## src/rtl/kalman_axis_sequencer.sv

```systemverilog
// Kalman attitude pipeline main sequencer.
// Grants per-axis update requests round-robin and walks the granted axis
// through load -> filter -> latch -> output, with a filter watchdog,
// a sticky timeout flag and abort on loss of sensor configuration.
//
// state    | meaning
// ---------+-----------------------------------------------------------
// S_IDLE   | waiting for a pending axis while configured
// S_LOAD   | one-cycle sensor read / preprocessor load for cur
// S_CALC   | filter core for cur running, watchdog counting
// S_LATCH  | one-cycle result latch strobe for cur
// S_OUTPUT | output writer enabled until it reports done
// S_ABORT  | one-cycle watchdog abort, raises timeout_err
module kalman_axis_sequencer #(
    parameter int NUM_AXES       = 3,
    parameter int SEL_W          = 2,
    parameter int TIMEOUT_CYCLES = 1024,
    parameter int CNT_W          = 11
) (
    input  logic                clk,
    input  logic                n_rst,
    input  logic                configured,
    input  logic [NUM_AXES-1:0] axis_req,
    input  logic                kalman_done,
    input  logic                output_done,
    input  logic                err_clr,
    output logic [NUM_AXES-1:0] axis_read,
    output logic [NUM_AXES-1:0] load_pre,
    output logic [NUM_AXES-1:0] run_enable,
    output logic [NUM_AXES-1:0] latch,
    output logic                clear,
    output logic                write_enable,
    output logic [SEL_W-1:0]    output_sel,
    output logic                busy,
    output logic                timeout_err
);

    typedef enum logic [2:0] {
        S_IDLE   = 3'd0,
        S_LOAD   = 3'd1,
        S_CALC   = 3'd2,
        S_LATCH  = 3'd3,
        S_OUTPUT = 3'd4,
        S_ABORT  = 3'd5
    } state_t;

    localparam logic [SEL_W-1:0] PTR_INIT   = SEL_W'(NUM_AXES - 1);
    // Down-counter preload: reaching zero on the TIMEOUT_CYCLES-th CALC cycle.
    localparam logic [CNT_W-1:0] TIMER_LOAD = CNT_W'(TIMEOUT_CYCLES - 1);

    state_t              state;
    state_t              state_nxt;
    logic [NUM_AXES-1:0] req_prev;
    logic [NUM_AXES-1:0] pending;
    logic [NUM_AXES-1:0] req_rise;
    logic [NUM_AXES-1:0] cur_onehot;
    logic [NUM_AXES-1:0] grant_clr;
    logic [SEL_W-1:0]    cur;
    logic [SEL_W-1:0]    rr_ptr;
    logic [SEL_W-1:0]    grant_idx;
    logic [SEL_W-1:0]    cand;
    logic                grant_vld;
    logic                grant_take;
    logic [CNT_W-1:0]    timer;
    logic                timer_tc;

    assign req_rise   = axis_req & ~req_prev;
    assign cur_onehot = NUM_AXES'(1) << cur;
    assign timer_tc   = (timer == '0);
    assign grant_take = (state == S_IDLE) && configured && grant_vld;
    assign grant_clr  = grant_take ? (NUM_AXES'(1) << grant_idx) : '0;

    // Round-robin pick: scan from farthest to nearest so the nearest pending
    // index after rr_ptr overwrites any farther candidate.
    always_comb begin
        grant_vld = 1'b0;
        grant_idx = '0;
        cand      = '0;
        for (int k = NUM_AXES; k >= 1; k--) begin
            cand = SEL_W'((int'(rr_ptr) + k) % NUM_AXES);
            if (pending[cand]) begin
                grant_vld = 1'b1;
                grant_idx = cand;
            end
        end
    end

    // State register.
    always_ff @(posedge clk or negedge n_rst) begin
        if (!n_rst) begin
            state <= S_IDLE;
        end else begin
            state <= state_nxt;
        end
    end

    // Next-state decode; done beats a same-cycle watchdog expiry in CALC.
    always_comb begin
        state_nxt = state;
        case (state)
            S_IDLE:   if (grant_take) state_nxt = S_LOAD;
            S_LOAD:   state_nxt = configured ? S_CALC : S_IDLE;
            S_CALC: begin
                if (kalman_done)     state_nxt = S_LATCH;
                else if (timer_tc)   state_nxt = S_ABORT;
                else if (!configured) state_nxt = S_IDLE;
            end
            S_LATCH:  state_nxt = S_OUTPUT;
            S_OUTPUT: if (output_done) state_nxt = S_IDLE;
            S_ABORT:  state_nxt = S_IDLE;
            default:  state_nxt = S_IDLE;
        endcase
    end

    // Moore outputs decoded from the registered state and current axis.
    always_comb begin
        axis_read    = '0;
        load_pre     = '0;
        run_enable   = '0;
        latch        = '0;
        clear        = 1'b1;
        write_enable = 1'b0;
        output_sel   = cur;
        busy         = (state != S_IDLE);
        case (state)
            S_IDLE:   output_sel = '0;
            S_LOAD: begin
                axis_read = cur_onehot;
                load_pre  = cur_onehot;
            end
            S_CALC: begin
                run_enable = cur_onehot;
                clear      = 1'b0;
            end
            S_LATCH:  latch = cur_onehot;
            S_OUTPUT: write_enable = 1'b1;
            default: ;
        endcase
    end

    // Request edge capture, pending set/clear (set wins) and grant bookkeeping.
    always_ff @(posedge clk or negedge n_rst) begin
        if (!n_rst) begin
            req_prev <= '0;
            pending  <= '0;
            cur      <= '0;
            rr_ptr   <= PTR_INIT;
        end else begin
            req_prev <= axis_req;
            pending  <= (pending & ~grant_clr) | req_rise;
            if (grant_take) begin
                cur    <= grant_idx;
                rr_ptr <= grant_idx;
            end
        end
    end

    // Filter watchdog: preloaded in LOAD, counts down while in CALC.
    always_ff @(posedge clk or negedge n_rst) begin
        if (!n_rst) begin
            timer <= '0;
        end else if (state == S_LOAD) begin
            timer <= TIMER_LOAD;
        end else if (state == S_CALC && !timer_tc) begin
            timer <= timer - 1'b1;
        end
    end

    // Sticky watchdog flag; an abort beats a simultaneous clear.
    always_ff @(posedge clk or negedge n_rst) begin
        if (!n_rst) begin
            timeout_err <= 1'b0;
        end else if (state == S_ABORT) begin
            timeout_err <= 1'b1;
        end else if (err_clr) begin
            timeout_err <= 1'b0;
        end
    end

endmodule

```

## config.mk

```make
export PLATFORM = sky130hd
export DESIGN_NAME = kalman_axis_sequencer
export DESIGN_NICKNAME = d
export VERILOG_FILES = /design/src/rtl/kalman_axis_sequencer.sv
export SDC_FILE = /design/constraint.sdc
export NUM_CORES = 1
export LEC_CHECK = 0
export CELL_PAD_IN_SITES_DETAIL_PLACEMENT = 0
export CELL_PAD_IN_SITES_GLOBAL_PLACEMENT = 2
export CORE_MARGIN = 2
export CORE_UTILIZATION = 32
export CTS_BUF_LIST = sky130_fd_sc_hd__clkbuf_2 sky130_fd_sc_hd__clkbuf_4 sky130_fd_sc_hd__clkbuf_8
export DETAILED_ROUTE_END_ITERATION = 16
export GPL_TIMING_DRIVEN = 0
export MAX_ROUTING_LAYER = met4
export PLACE_DENSITY_LB_ADDON = 0.1
export REMOVE_ABC_BUFFERS = 1
export SETUP_SLACK_MARGIN = 0.05
export SYNTH_ARGS = -nofsm -noshare
export SYNTH_HDL_FRONTEND = slang
export SYNTH_SLANG_ARGS = --single-unit
export TNS_END_PERCENT = 5
```

## constraint.sdc

```tcl
create_clock -name clk -period 2.9 [get_ports clk]
set_input_delay 0.435 -clock clk [delete_from_list [all_inputs] [get_ports clk]]
set_output_delay 0.435 -clock clk [all_outputs]
set_load 0.05 [all_outputs]
```

Word-level counts from Yosys, hierarchy flattened
Index checks and enable logic that the tools add are counted.
- bits of input ports: 9
- register bits: 25
- memory bits (writable): 0
- bits in read-only memories: 0
- bits in latches: 0
- memories kept: 0
- shifts and indexed selects: 2
- bitwise operators: 5
- $add $sub $neg: 4
- multipliers: 0
- muxes and demuxes: 30
- reductions and logical operators: 10
- $lt $le $gt $ge: 3
- equality and inequality tests: 8
- div/mod/pow operators: 3
- operators with widths (kind ; number):
    32-bit by 3-bit modulo with 32-bit output (second input constant) ; 3
    3-bit 2-to-1 mux ; 9
    11-bit 2-to-1 mux ; 2
    3-bit case mux with 5 select lines ; 1
    11-bit logical NOT ; 1
    11-bit by 1-bit subtractor with 11-bit output (second input constant) ; 1
    1-bit 2-to-1 mux ; 10
    2-bit 2-to-1 mux ; 5
    2-bit by 3-bit less-than comparator with 1-bit output (second input constant) ; 3
    2-bit by 2-bit adder with 3-bit output (second input constant) ; 2
    3-bit bitwise AND ; 2
    1-bit binary-select mux with 2-bit select ; 3
    3-bit by 2-bit == test with 1-bit output (second input constant) ; 2
    3-bit == test (second input constant) ; 2
    3-bit inverter ; 2
    1-bit by 2-bit left shift with 3-bit output (first input constant) ; 2
    2-bit != test (second input constant) ; 2
    4-bit != test (second input constant) ; 1
    2-bit nonzero test ; 2
    2-bit by 1-bit adder with 3-bit output (second input constant) ; 1
    3-bit by 1-bit == test with 1-bit output (second input constant) ; 1
    1-bit logical AND ; 3
    3-bit logical NOT ; 1
    3-bit bitwise OR ; 1
    other kinds (3) ; 3

Logic depth before layout (Yosys ltp)
- word-level depth: 12
- gate-level depth with buffers: 8
- gate-level depth less buffers: 7

Least setup slack after synthesis
OpenSTA, ideal clock, no wires.
- path kind: register -> output
- start: register state[2]
- end: output port load_pre[0]
- arrival: 2585 ps
- cell stages (with the launch flop): 6
- buffers on the path: 3
- setup slack: -120 ps
- cells stage by stage: dfrtp_1 -> clkbuf_1 -> or3b_2 -> clkbuf_1 -> nor3_1 -> buf_4
- word-level cells in the longest chain between the ends: 2
- RTL lines (element ; line ; source):
    start, declared ; 51 ; state_t state;
    start signal, assigned ; 93 ; state <= state_nxt;
    3-bit by 1-bit == test with 1-bit output ; - ;
    3-bit 2-to-1 mux ; - ;
    end, declared ; 28 ; output logic [NUM_AXES-1:0] load_pre,
Every way passes these cells.

Worst setup path after layout
- start: register state[0]
- end: output port load_pre[0]
- word-level cells in the longest chain between the ends: 2
- RTL lines (element ; line ; source):
    3-bit by 1-bit == test with 1-bit output ; 125 ; case (state)
    3-bit 2-to-1 mux ; 125 ;
Every way passes these cells.

==> impl_metrics.toml <==
[setup_path]
critPathRequiredTime_ns = 2.47
critical_path_buf_inv_count = 1
crit_chain = "or3b_2 -> nor3_1 -> dlygate4sd2_1"
critPathKind = "flip-flop to output port"
endpoint_kind = "output port"
crit_path_start_kind = "flip-flop"
critPathMaxFanout = 9
max_stage_delay_ns = 0.58
cpLargestDelayFamily = "simple AND/OR/NAND/NOR gates"
worstPathArrival_ns = 2.16
crit_path_top_delay_cell = "or3b_2"

[cts]
postCtsHoldBufs = 0
cts-root-buf = "clkbuf_8"
insertion_delay_ns = 0.26
cts-htree-levels = 1
clk_pin_slew_ns = 0.09
cts_buffer_depth = 2
tritoncts = "built"
clock_sinks = 24
cts_buffers = 3

[cells_and_area]
seq_area_um2 = 602
layout.filler_cells = 415
layout.nets = 198
diodes = 0
final_layout_size_suffix_gt1_frac = 0.110
syn2layout_area_growth_pct = 23.8
final_cells = 234
multi_input_area_um2 = 744

[placed_design]
place.gp.congestion = 0.720
dp_hpwl_um = 2470
placed_cells = 230
numPortBuffers = 26
pre_cts_ws_ns = 0.291

[floorplanning]
core_mm2 = 0.00435
dieArea_mm2 = 0.00507
die_height_um = 71.2
initial_core_util = 0.332
die_x_um = 71.2
io_pins = 27
rows = 24

[route]
wl_per_cell_um = 13.9
dr.pass1.iters = 4
drt_iter0_markers = 53
wl_um = 3260
routed_via_density = 5.08
num_vias = 1188
detail-route-antenna-nets = 0
drc = 0

[power]
total_power_mw = 1.78
power_frac_clock = 0.120
leakagePower_nw = 0.791
seq_power_share = 0.293
combPwrFrac = 0.587
p_int_uw = 906
switching_share = 0.492
switchingPower_uw = 878
pwr_density_cell_mw_per_mm2 = 996
ir_worst_vdd_mv = 0.543

[yosys]
synth_top_cell_area_share = 0.398
synth_warnings = 0
synth_most_common_cell = "dfrtp_1"
syn_avg_cell_area_um2 = 9.04
synth_area_leaders = "dfrtp_1 (40%), ha_1 (5.2%), nor2_1 (4.2%), inv_1 (3.6%), a21oi_1 (3.5%)"
yosysSeqAreaShare = 0.416
synth_top_cell_by_area = "dfrtp_1"
netlist_top_cells_count = "dfrtp_1 (23), nor2_1 (16), inv_1 (14)"
synth_seq_cells = 24
netlist_area_mm2 = 0.00145
ys_types = 46
synthFlopType = "dfrtp_1"
synth-async-reset-ratio = 1.00
synth_edf_count = 0
synth_cells = 160

[timing]
rsz0062_at_grt = "false"
hold_violations = 0
worst_pin_slew_ns = 1.11
fmax_mhz = 386
period_needed_ns = 2.59
slew_viol_final = 0
worst_slack_ns = 0.307
skew_ns = 0.00439
setup_viol = 0
finalCritPeriodShare = 0.894
tns_ns = 0
maxSlewHeadroom = 0.258

[global_route]
overflow = 0
track_usage = 0.139
grt_pass1_vias = 1179
antenna_found_initial = 0
grt_pass1_wl_um = 5490
grt_max_degree = 25

[hold_path]
hold_path.class = "flip-flop to flip-flop"

[flow_run]
max_cap_violations = 0

[outcome]
status = "complete, no violations"
-- worst paths after layout --
path                       cells after the start  startpoint     endpoint  slack (ns)
max                                            3    state[0]  load_pre[0]        0.31
min                                            1    timer[0]     timer[0]        0.50
max reg2reg                                    7      cur[0]   pending[1]        0.46
min reg2reg                                    1    timer[0]     timer[0]        0.50
max in group asynchronous                      1       n_rst   pending[1]        1.47
min in group asynchronous                      1       n_rst     timer[0]        0.76
-- cells by family after synthesis --
| kind of cell | count (synthesis) | synth area share |
|---|---|---|
| adder cells (fa/ha/maj) | 6 | 0.0519 |
| flip-flops | 24 | 0.416 |
| multiplexers | 1 | 0.00692 |
| AND/OR/NAND/NOR | 68 | 0.278 |
| buffers and inverters | 23 | 0.0692 |
| XOR/XNOR | 2 | 0.0121 |
| AO/OA/AOI/OAI | 36 | 0.166 |
-- sequential cells by signal (all words and copies together) (netlist names) --
signal,flops
timer,11
timeout_err,1
req_prev,3
pending,3
rr_ptr,1
cur,2
state,3
-- through the flow --
stage | area (µm²) | util | hold WS, ns
after floorplan | 1400 | - | 0.139
after global placement | 1730 | 0.397 | 0.480
after detailed placement | 1730 | 0.397 | 0.493
after CTS | 1780 | 0.408 | 0.505
after global routing | 1790 | 0.411 | 0.532
final | 1790 | 0.411 | 0.505
-- layout make-up --
class                      instances  share of cell area
inverter                          15              0.0314
timing repair buffer              26               0.153
tap                               52              0.0363
clock buffer                       4              0.0273
sequential                        24               0.336
multi-input combinational        113               0.416
-- worst register-to-register path, delay by kind of cell, from the launching register on --
family                   cells  cell delay (ns)
AO/OA/AOI/OAI                4             0.99
adder cells (fa/ha/maj)      1             0.44
AND/OR/NAND/NOR              1             0.33
buffers and inverters        1             0.15
flip-flops                   1             0.46
-- power by group through the flow --
stage	Clock, mW	Combinational (mW)	Sequential [mW]
after global routing	0.240	1.15	0.539
after global placement	0	1.05	0.525
after CTS	0.226	1.06	0.522
final	0.214	1.05	0.523
after detailed placement	0	1.06	0.527
after floorplan	0	0.773	0.509
-- routing by layer --
layer	vias to the layer above	GRT usage	part of all wire
met3	2	0.0211	0.021
met1	566	0.172	0.46
met2	11	0.240	0.51
met5	-	-	0
li1	609	-	-
met4	0	0.0314	0.0061
-- placed cells by master (no fill, tap or decap), types with 6 or more instances in the layout --
cell / Yosys / final
ha_1: 6 / 6
dlymetal6s2s_1: 0 / 6
nor2_1: 16 / 16
a21oi_1: 10 / 10
nand2_1: 10 / 10
dfrtp_1: 23 / 23
nor2b_1: 7 / 7
o21ai_0: 8 / 8
clkdlybuf4s50_1: 0 / 19
inv_1: 14 / 14
nor3_1: 9 / 9
-- what timing repair did --
item / CTS / global route
endpoints found under the setup margin: 2 / 6
setup buffers: 0 / 0
resized for setup: 1 / 6
(Power assumes the default switching activity.)
